**src/rtl/fetch_pkg.sv**
```systemverilog
// fetch_pkg: shared state type and constants for the instruction-fetch stage
package fetch_pkg;
  localparam int DEFAULT_XLEN = 64;
  localparam int DEFAULT_ILEN = 32;
  localparam logic [31:0] NOP = 32'h0000_0013;
  typedef enum logic [1:0] {FETCH_IDLE, FETCH_REQ, FETCH_WAIT, FETCH_DRAIN} fetch_state_e;
endpackage

```
**src/rtl/fetch_if.sv**
```systemverilog
// fetch_if: instruction-memory request/response bus between fetch and imem
interface fetch_if
  import fetch_pkg::*;
#(
  parameter int XLEN = DEFAULT_XLEN,
  parameter int ILEN = DEFAULT_ILEN
);
  logic            req_valid;
  logic [XLEN-1:0] addr;
  logic            req_ready;
  logic            resp_valid;
  logic [ILEN-1:0] resp_data;
  logic            resp_err;
  modport master (output req_valid, addr, input req_ready, resp_valid, resp_data, resp_err);
  modport slave (input req_valid, addr, output req_ready, resp_valid, resp_data, resp_err);
endinterface

```
**src/rtl/fetch.sv**
```systemverilog
// fetch: one imem transaction per PC, delivering instruction plus commit metadata
module fetch
  import fetch_pkg::*;
#(
  parameter int XLEN = DEFAULT_XLEN,
  parameter int ILEN = DEFAULT_ILEN
) (
  input  logic            clk,
  input  logic            rst,
  input  logic [XLEN-1:0] select_pc_i_pc,
  input  logic            select_pc_i_valid,
  input  logic            ctrl_i_flush,
  fetch_if.master         imem,
  output logic [ILEN-1:0] fetch_o_instr,
  output logic            fetch_o_commit,
  output logic [XLEN-1:0] fetch_o_commit_pc,
  output logic [ILEN-1:0] fetch_o_commit_instr,
  output logic [XLEN-1:0] fetch_o_commit_pre_pc,
  output logic            fetch_o_exc,
  output logic            fetch_o_busy
);
  fetch_state_e state, state_n;
  logic [XLEN-1:0] pc_q;
  logic accept, mis_accept, deliver, bad;
  assign accept = state == FETCH_IDLE && select_pc_i_valid && !ctrl_i_flush;
  assign mis_accept = accept && select_pc_i_pc[1:0] != 2'b00;
  assign deliver = state == FETCH_WAIT && imem.resp_valid && !ctrl_i_flush;
  assign bad = mis_accept || imem.resp_err;
  assign imem.req_valid = state == FETCH_REQ;
  assign imem.addr = pc_q;
  assign fetch_o_busy = state != FETCH_IDLE;
  assign fetch_o_commit_instr = fetch_o_instr;
  // state register
  always_ff @(posedge clk) begin
    if (rst) state <= FETCH_IDLE;
    else state <= state_n;
  end
  // next state: a flush in WAIT alongside the response discards it and returns to IDLE
  always_comb begin
    state_n = state;
    case (state)
      FETCH_IDLE:  state_n = accept && !mis_accept ? FETCH_REQ : FETCH_IDLE;
      FETCH_REQ:   state_n = ctrl_i_flush ? (imem.req_ready ? FETCH_DRAIN : FETCH_IDLE)
                                          : (imem.req_ready ? FETCH_WAIT : FETCH_REQ);
      FETCH_WAIT:  state_n = imem.resp_valid ? FETCH_IDLE : ctrl_i_flush ? FETCH_DRAIN : FETCH_WAIT;
      FETCH_DRAIN: state_n = imem.resp_valid ? FETCH_IDLE : FETCH_DRAIN;
      default:     state_n = FETCH_IDLE;
    endcase
  end
  // latched PC and registered delivery outputs; last-PC moves only on commit
  always_ff @(posedge clk) begin
    if (rst) begin
      pc_q                  <= '0;
      fetch_o_instr         <= '0;
      fetch_o_commit        <= 1'b0;
      fetch_o_commit_pc     <= '0;
      fetch_o_commit_pre_pc <= '0;
      fetch_o_exc           <= 1'b0;
    end else begin
      fetch_o_commit <= 1'b0;
      if (accept) pc_q <= select_pc_i_pc;
      if (mis_accept || deliver) begin
        fetch_o_commit        <= 1'b1;
        fetch_o_commit_pc     <= mis_accept ? select_pc_i_pc : pc_q;
        fetch_o_commit_pre_pc <= fetch_o_commit_pc;
        fetch_o_exc           <= bad;
        fetch_o_instr         <= bad ? ILEN'(NOP) : imem.resp_data;
      end
    end
  end
endmodule

```
**src/flat_wrapper.sv**
```systemverilog
// flat-port wrapper written by rule: the top's interface ports become plain ports
module fetch_flat import fetch_pkg::*;
#(
  parameter int XLEN = DEFAULT_XLEN,
  parameter int ILEN = DEFAULT_ILEN
)
  (clk, rst, select_pc_i_pc, select_pc_i_valid, ctrl_i_flush, fetch_o_instr, fetch_o_commit, fetch_o_commit_pc, fetch_o_commit_instr, fetch_o_commit_pre_pc, fetch_o_exc, fetch_o_busy, imem_req_valid, imem_addr, imem_req_ready, imem_resp_valid, imem_resp_data, imem_resp_err);
  fetch_if #(.XLEN(XLEN), .ILEN(ILEN)) imem_i ();
  input  logic clk;
  input  logic rst;
  input  logic [XLEN-1:0] select_pc_i_pc;
  input  logic select_pc_i_valid;
  input  logic ctrl_i_flush;
  output logic [ILEN-1:0] fetch_o_instr;
  output logic fetch_o_commit;
  output logic [XLEN-1:0] fetch_o_commit_pc;
  output logic [ILEN-1:0] fetch_o_commit_instr;
  output logic [XLEN-1:0] fetch_o_commit_pre_pc;
  output logic fetch_o_exc;
  output logic fetch_o_busy;
  output wire logic [$bits(imem_i.req_valid)-1:0] imem_req_valid;
  output wire logic [$bits(imem_i.addr)-1:0] imem_addr;
  input wire logic [$bits(imem_i.req_ready)-1:0] imem_req_ready;
  input wire logic [$bits(imem_i.resp_valid)-1:0] imem_resp_valid;
  input wire logic [$bits(imem_i.resp_data)-1:0] imem_resp_data;
  input wire logic [$bits(imem_i.resp_err)-1:0] imem_resp_err;
  assign imem_req_valid = imem_i.req_valid;
  assign imem_addr = imem_i.addr;
  assign imem_i.req_ready = imem_req_ready;
  assign imem_i.resp_valid = imem_resp_valid;
  assign imem_i.resp_data = imem_resp_data;
  assign imem_i.resp_err = imem_resp_err;
  fetch #(.XLEN(XLEN), .ILEN(ILEN)) u_core (.clk(clk), .rst(rst), .select_pc_i_pc(select_pc_i_pc), .select_pc_i_valid(select_pc_i_valid), .ctrl_i_flush(ctrl_i_flush), .imem(imem_i), .fetch_o_instr(fetch_o_instr), .fetch_o_commit(fetch_o_commit), .fetch_o_commit_pc(fetch_o_commit_pc), .fetch_o_commit_instr(fetch_o_commit_instr), .fetch_o_commit_pre_pc(fetch_o_commit_pre_pc), .fetch_o_exc(fetch_o_exc), .fetch_o_busy(fetch_o_busy));
endmodule
```
**config.mk**
```make
export PLATFORM = sky130hd
export DESIGN_NAME = fetch_flat
export DESIGN_NICKNAME = d
export VERILOG_FILES = /design/src/rtl/fetch_pkg.sv /design/src/rtl/fetch_if.sv /design/src/rtl/fetch.sv /design/src/flat_wrapper.sv
export SDC_FILE = /design/constraint.sdc
export NUM_CORES = 1
export LEC_CHECK = 0
export CAP_MARGIN = 20
export CORE_MARGIN = 2
export CORE_UTILIZATION = 44
export CTS_CLUSTER_DIAMETER = 120
export DETAILED_ROUTE_END_ITERATION = 7
export PLACE_DENSITY = 0.92
export SETUP_SLACK_MARGIN = 0.05
export SLEW_MARGIN = 25
export SYNTH_ARGS = -nofsm -noshare
export SYNTH_HDL_FRONTEND = slang
export SYNTH_SLANG_ARGS = --single-unit
```
**constraint.sdc**
```tcl
create_clock -name clk -period 2.29 [get_ports clk]
set_clock_uncertainty 0.05 [all_clocks]
set_input_delay 0.458 -clock clk [delete_from_list [all_inputs] [get_ports clk]]
set_output_delay 0.458 -clock clk [all_outputs]
set_load 0.005 [all_outputs]
```
==> results of run 1 <==
metrics by stage:
stage               cells  hold WS, ns  area [um2]  setup WS (ns)
finish               1696        0.336       13900          0.127
global route         1695        0.345       13900         0.0531
CTS                  1693        0.319       13900         0.0526
detailed placement   1651        0.401       13100        -0.0848
global placement     1651        0.394       13100      -0.000817
floorplan            1107        0.404        9250          0.489
worst min path at each step:
stage / start / end / slack [ns] / depth (start not counted)
floorplan: u_core.fetch_o_commit_pre_pc[10] / u_core.fetch_o_commit_pre_pc[10] / 0.40 / 2
global placement: u_core.fetch_o_commit_pre_pc[30] / u_core.fetch_o_commit_pre_pc[30] / 0.39 / 2
detailed placement: u_core.fetch_o_commit_pre_pc[39] / u_core.fetch_o_commit_pre_pc[39] / 0.40 / 2
CTS: rst / u_core.fetch_o_commit_pre_pc[62] / 0.32 / 4
global route: rst / u_core.fetch_o_commit_pre_pc[57] / 0.35 / 4
finish: rst / u_core.fetch_o_commit_pre_pc[47] / 0.34 / 4
worst reg2reg max path, cell delays in order (launching register included):
cell      delay (ns)
dfxtp_2         0.36
or4b_4          0.64
buf_12          0.24
nor3_1          0.32
a311oi_1        0.08
routing by layer:
layer,wire [um],global-route usage,vias up
met5,0,0,-
met4,1420,0.122,0
met3,2780,0.0700,87
met2,14800,0.436,427
met1,11500,0.308,4399
li1,-,-,4326
cells in the final DEF, fill, tap and decap left out, drive strengths merged:
cell           count
mux2i             65
o211ai            10
nor2b              2
bufinv             3
o2111ai            2
clkinv             2
dfxtp            228
a32oi             10
o31ai              2
a221oi             2
clkdlybuf4s50    361
a311oi            52
and3b              1
or2                5
nand3b            29
nand4bb            1
nor3              53
o21ai              3
a21oi            107
buf               40
and4bb             1
inv                4
or4b               1
clkbuf            35
o22ai              2
nand2            389
a31oi              2
clkinvlp           1
diode              3
nor4b              1
nor2               4
state kept, by name, indices dropped and copies added, names as in the netlist:
name                          count
u_core.imem.addr                 64
u_core.state                      2
u_core.fetch_o_exc                1
u_core.fetch_o_commit             1
u_core.fetch_o_commit_instr      32
u_core.fetch_o_commit_pre_pc     64
u_core.fetch_o_commit_pc         64
logic make-up after synthesis:
kind of cell	synth area share
buf+inv	0.0777
compound gates	0.135
flops	0.494
mux	0.0703
simple gates	0.224
power groups by stage:
| stage | logic, uW | clock network [uW] | registers, uW |
|---|---|---|---|
| global route | 1230 | 4320 | 4270 |
| finish | 1150 | 4080 | 4250 |
| global placement | 1110 | 0 | 4330 |
| floorplan | 440 | 0 | 4320 |
| CTS | 1150 | 4150 | 4250 |
| detailed placement | 1140 | 0 | 4330 |
layout make-up:
type                       instances  area (um2)
multi-input combinational        744        4010
tap                              275         344
clock buffer                      35         713
fill                            1554        6900
clock inverter                     7         119
timing repair buffer             401        4150
sequential                       228        4570
inverter                           3        13.8
antenna                            3        7.51
repair_timing:
item	in CTS	in global routing
setup endpoints to repair	1	2
buffers inserted	0	0
gates resized for setup	1	1
==> metrics.yaml, run 1 <==
status: "completed"
synthTopCellsByArea: "dfxtp_1, nand2_1, mux2i_1"
insertion_delay_ns: 0.51
crit_type: "reg -> out"
cp_num_buf_inv: 1
cp_max_fo: 9
antenna_left: 0
min_period_ns: 2.16
dieArea_mm2: 0.0222
r2r-end: "u_core.fetch_o_commit_pc[31]"
crit_chain: "or2_2 -> clkdlybuf4s50_1"
relSlewSlack: 0.563
dr.pass1.iters: 5
tritoncts: "done"
antenna_found_initial: 2
end_kind: "output pin"
port_buffers: 362
slew_viol_final: 0
p_seq_frac: 0.449
switching_power_uw: 2220
post-route-drc-count: 0
critPathLaunch: "u_core.state[1]"
p_int_uw: 7260
grt_pass1_vias: 8759
cp-start-kind: "flop"
hold_class: "in -> reg"
period_share: 0.944
detail_route.wl_per_cell_um: 18.0
htree_levels: 1
rsz0062_at_grt: "no"
synth_edf_count: 0
rows: 53
crit-reg2reg-launch: "u_core.state[0]"
cp-endpoint: "fetch_o_busy"
grt_max_degree: 138
drt_iter0_drc: 435
fmax_mhz: 462
syn-num-nets: 1210
yosysUniqueCellTypes: 31
crit_path_top_delay_cell: "clkdlybuf4s50_1"
comb_power_share: 0.121
syn_area_per_cell_um2: 8.35
ys_ff_latch: 228
synth_cells: 1107
grt_pass1_wl_mm: 46.8
p_per_area_mw_per_mm2: 681
fin_nets: 1506
cap_violations: 0
cts_num_sinks: 228
ff2ff_setup_slack_ns: 0.45
grt_overflow: 0
cts_hold_buf: 0
yosys.area.top_type: "dfxtp_1"
design.core.area_mm2: 0.0208
async_flop_share: 0
die_w_um: 149
place_congestion: 0.848
utilization: 0.669
clockRootBuffer: "clkbuf_16"
track_usage: 0.259
path_depth: 2
final-hold-violation-count: 0
yosysTopAreaCellShare: 0.494
crit_arrival_ns: 1.65
swShare: 0.234
drt_wl_total_mm: 30.5
synthMostInstantiatedCell: "nand2_1"
setup_tns_ns: 0
p_total_uw: 9480
die_h_um: 149
setup_viol: 0
initial_core_util: 0.444
path_delay_family: "buffers and inverters"
vdd_drop_max_mv: 0.780
worstMarginPinSlew_ns: 0.655
layout-drive-gt1-share: 0.0656
synth_commonest_cells: "nand2_1, dfxtp_1, a21oi_1, clkbuf_1, mux2i_1"
io-pin-count: 363
numCtsBuffers: 25
yosys_warnings: 0
vias_per_cell: 5.45
clkPwrFrac: 0.431
synthToLayoutAreaGrowth_pct: 50.6
crit_required_ns: 1.78
dp_hpwl_mm: 21.0
total_leakage_power_uw: 0.00501
synth-seq-area-share: 0.494
slowest_delay_ns: 0.47
reg2reg_depth: 4
clk_pin_slew_worst_paths_ns: 0.06
synth_top_flop_cell: "dfxtp_1"
syn_area_mm2: 0.00925
clockBufferDepth: 3
vias: 9239
Power figures use the tool's default switching activity.
==> inputs of run 2 (changes only) <==
--- a/config.mk
+++ b/config.mk
@@ -8,11 +8,11 @@
 export CAP_MARGIN = 20
 export CORE_MARGIN = 2
 export CORE_UTILIZATION = 44
-export CTS_CLUSTER_DIAMETER = 120
+export CTS_CLUSTER_DIAMETER = 50
 export DETAILED_ROUTE_END_ITERATION = 7
 export PLACE_DENSITY = 0.92
 export SETUP_SLACK_MARGIN = 0.05
-export SLEW_MARGIN = 25
+export SLEW_MARGIN = 5
 export SYNTH_ARGS = -nofsm -noshare
 export SYNTH_HDL_FRONTEND = slang
 export SYNTH_SLANG_ARGS = --single-unit
==> metrics.yaml, run 2 (synthesis gave the netlist of run 1 again) <==
port_buffers: 362
slowest_delay_ns: 0.55
track_usage: 0.259
fin_nets: 1508
relSlewSlack: 0.567
synthToLayoutAreaGrowth_pct: 51.7
fillerInstances: 1546
grt_max_degree: 138
path_delay_family: "buffers and inverters"
antenna_left: 0
layout-drive-gt1-share: 0.0723
utilization: 0.674
worst_slack_ns: 0.131
detail_route.wl_per_cell_um: 18.0
cp_max_fo: 8
place_congestion: 0.848
total_leakage_power_uw: 0.00509
clockRootBuffer: "clkbuf_16"
clk_pin_slew_worst_paths_ns: 0.06
vias: 9319
drt_iter0_drc: 485
crit_required_ns: 1.78
cp_num_buf_inv: 1
numCtsBuffers: 27
crit_chain: "nor2b_1 -> clkdlybuf4s50_1"
tritoncts: "done"
initial_core_util: 0.444
dieArea_mm2: 0.0222
period_share: 0.943
fmax_mhz: 463
min_period_ns: 2.16
worstMarginPinSlew_ns: 0.649
cts_hold_buf: 0
io-pin-count: 363
grt_pass1_wl_mm: 46.8
layout_commonest_cell: "nand2_1"
cap_violations: 0
dr.pass1.iters: 5
grt_pass1_vias: 8824
p_per_area_mw_per_mm2: 697
dpl_cell_area_mm2: 0.0131
final_area_mm2: 0.0140
seqCellArea_mm2: 0.00457
design.core.area_mm2: 0.0208
vdd_drop_max_mv: 0.675
post-route-drc-count: 0
setup_viol: 0
end_kind: "output pin"
dp_hpwl_mm: 21.0
die_h_um: 149
slew_viol_final: 0
final-hold-violation-count: 0
clockBufferDepth: 3
mostFrequentLayoutCells: "nand2_1, clkdlybuf4s50_1, dfxtp_1"
crit_arrival_ns: 1.65
cts_num_sinks: 228
post-place-ws_ns: -0.0848
crit_path_top_delay_cell: "clkdlybuf4s50_1"
vias_per_cell: 5.47
rsz0062_at_grt: "no"
antenna_found_initial: 2
cp-start-kind: "flop"
crit_type: "reg -> out"
multi_input_area_mm2: 0.00401
grt_overflow: 0
drt_wl_total_mm: 30.6
whs_ns: 0.332
rows: 53
hold_class: "in -> reg"
die_w_um: 149
status: "completed"
htree_levels: 1
setup_tns_ns: 0
insertion_delay_ns: 0.52
==> run 2: cell types whose count changed in the layout (fill, tap and decap cells not counted), sizes merged <==
| cell | before | now |
|---|---|---|
| bufinv | 3 | 2 |
| clkbuf | 35 | 37 |
| clkdlybuf4s50 | 361 | 360 |
| clkinv | 2 | 6 |
| clkinvlp | 1 | 2 |
| dlymetal6s2s | 0 | 1 |
| inv | 4 | 5 |
==> run 2: worst min-delay path: stages <==
cell and delay (ns):
buf_4 0.11, inv_4 0.12, nand2_1 0.10, mux2i_1 0.05
==> run 2: repair_timing <==
action	in CTS	in global routing
pin swaps	0	0
endpoints found under the setup margin	2	1
buffers inserted	0	0
resized for setup	2	1
cloned	0	0
hold endpoints to repair	0	0
==> run 2: worst paths after layout <==
check                           slack (ns)  depth (start not counted)                               end                              from
worst max-delay path                  0.13                          2                    imem_req_valid                   u_core.state[0]
worst min-delay path                  0.33                          4  u_core.fetch_o_commit_pre_pc[47]                               rst
worst max register to register        0.46                          4       u_core.fetch_o_commit_pc[4]                   u_core.state[0]
worst min register to register        0.41                          2  u_core.fetch_o_commit_pre_pc[62]  u_core.fetch_o_commit_pre_pc[62]
==> run 2: routing by layer <==
| metal | GRT usage | up-vias | share of wire |
|---|---|---|---|
| li1 | - | 4340 | - |
| met1 | 0.312 | 4450 | 0.38 |
| met2 | 0.436 | 452 | 0.48 |
| met3 | 0.0651 | 77 | 0.092 |
| met4 | 0.120 | 0 | 0.039 |
| met5 | 0 | - | 0 |
==> run 2: metrics by stage <==
stage,std cells,power (uW)
detailed placement,1651,5470
finish,1703,9790
global route,1702,10100
global placement,1651,5440
CTS,1700,9840
floorplan,1107,4760
==> run 2: area by class of cell <==
class | instances | share of cell area
Sequential cell | 228 | 0.325
Tap cell | 275 | 0.0245
Inverter | 3 | 0.000981
Timing Repair Buffer | 401 | 0.296
Antenna cell | 3 | 0.000535
Clock buffer | 37 | 0.0565
Clock inverter | 12 | 0.0102
Multi-Input combinational cell | 744 | 0.286
==> run 2: report_power, final <==
group	switching, uW	leakage (uW)	total [uW]	internal [uW]
Sequential	130	0.00186	4250	4120
Clock	1720	0.000460	4390	2670
Combinational	510	0.00277	1150	637
==> inputs of run 3 (changes only) <==
--- a/config.mk
+++ b/config.mk
@@ -6,7 +6,7 @@
 export NUM_CORES = 1
 export LEC_CHECK = 0
 export CAP_MARGIN = 20
-export CORE_MARGIN = 2
+export CORE_ASPECT_RATIO = 0.8
 export CORE_UTILIZATION = 44
 export CTS_CLUSTER_DIAMETER = 50
 export DETAILED_ROUTE_END_ITERATION = 7
==> metrics.yaml, run 3 (synthesis gave the netlist of run 1 again) <==
min_period_ns: 2.16
clk_pin_slew_worst_paths_ns: 0.06
rows: 47
dp_hpwl_mm: 21.2
place_congestion: 0.854
crit_type: "reg -> out"
fin_nets: 1502
crit_chain: "or2_2 -> clkdlybuf4s50_1"
tritoncts: "done"
post-place-ws_ns: -0.0427
layout_commonest_cell: "nand2_1"
worstMarginPinSlew_ns: 0.481
clockBufferDepth: 3
drt_iter0_drc: 844
antenna_left: 0
initial_core_util: 0.448
dpl_cell_area_mm2: 0.0130
numCtsBuffers: 25
design.core.area_mm2: 0.0206
reg2reg_depth: 4
drt_wl_total_mm: 31.1
mostFrequentLayoutCells: "nand2_1, clkdlybuf4s50_1, dfxtp_1"
vias_per_cell: 5.60
vdd_drop_max_mv: 0.511
port_buffers: 362
synthToLayoutAreaGrowth_pct: 50.3
htree_levels: 1
grt_pass1_vias: 9227
dp.cells: 1641
setup_tns_ns: 0
dieArea_mm2: 0.0216
slowest_delay_ns: 0.49
track_usage: 0.279
detail_route.wl_per_cell_um: 18.4
slew_viol_final: 0
fillerInstances: 1545
cap_violations: 0
cts_setup_buffers: 0
cp_max_fo: 9
cts_num_sinks: 228
die_h_um: 132
cts_hold_buf: 0
grt_overflow: 0
rsz0062_at_grt: "no"
r2r-end: "u_core.fetch_o_commit_pre_pc[29]"
setup_viol: 0
insertion_delay_ns: 0.52
crit_required_ns: 1.78
vias: 9445
whs_ns: 0.314
worst_slack_ns: 0.129
fmax_mhz: 463
post-route-drc-count: 0
crit-reg2reg-launch: "u_core.state[0]"
hold_start: "rst"
cp-start-kind: "flop"
clockRootBuffer: "clkbuf_16"
crit_path_top_delay_cell: "dfxtp_2"
relSlewSlack: 0.679
dr.pass1.iters: 6
layout-drive-gt1-share: 0.0663
final_area_mm2: 0.0139
period_share: 0.944
grt_pass1_wl_mm: 48.5
final-hold-violation-count: 0
hold_depth: 2
finalNonFillerCells: 1687
crit_arrival_ns: 1.65
hold_end: "u_core.imem.addr[4]"
n_antenna_cell: 0
hold_class: "in -> reg"
ff2ff_setup_slack_ns: 0.46
status: "completed"
grt_max_degree: 71
io-pin-count: 363
antenna_found_initial: 0
end_kind: "output pin"
p_per_area_mw_per_mm2: 695
die_w_um: 164
total_leakage_power_uw: 0.00501
[run 3: final cells by class]
class	count	area, um2	share of cell area
well taps	269	337	0.0242
repair buffers	397	4100	0.295
multi-input cells	744	4010	0.289
inverters	3	13.8	0.000990
clock buffers	31	668	0.0481
flip-flops and latches	228	4570	0.329
clock inverters	15	208	0.0149
[run 3: worst max-delay path: cells and delay by family (launching register included)]
kind                   cells  cell delay, ns
flip-flops                 1            0.49
buffers and inverters      1            0.48
AND/OR/NAND/NOR            1            0.16
[run 3: through the flow]
step	power [uW]	utilization
global route	9980	0.673
global placement	5430	0.631
floorplan	4760	-
detailed placement	5460	0.631
CTS	9700	0.673
finish	9660	0.673
[run 3: how the worst max path moves through the flow]
| stage | startpoint | endpoint | slack [ns] | cells after the start |
|---|---|---|---|---|
| after floorplan | ctrl_i_flush | u_core.fetch_o_commit_pc[29] | 0.49 | 6 |
| after global placement | ctrl_i_flush | u_core.fetch_o_commit_pc[4] | 0.03 | 7 |
| after detailed placement | ctrl_i_flush | u_core.fetch_o_commit_pre_pc[29] | -0.04 | 7 |
| after CTS | u_core.state[1] | fetch_o_busy | 0.11 | 2 |
| after global routing | u_core.state[1] | fetch_o_busy | 0.05 | 2 |
| final | u_core.state[1] | fetch_o_busy | 0.13 | 2 |
[run 3: layer usage]
metal | vias up | global-route usage | wire [um]
met3 | 98 | 0.0666 | 2760
met4 | 0 | 0.129 | 1470
met2 | 514 | 0.472 | 15000
met5 | - | 0 | 0
li1 | 4327 | - | -
met1 | 4506 | 0.329 | 11800
[run 3: report_power, final]
part           switching [uW]  internal (uW)  total, uW
Sequential                132           4120       4250
Combinational             514            628       1140
Clock                    1710           2560       4270
[run 3: what timing repair did]
item                                    CTS  global route
endpoints found under the hold margin     0             0
resized for setup                         2             0
endpoints found under the setup margin    2             0
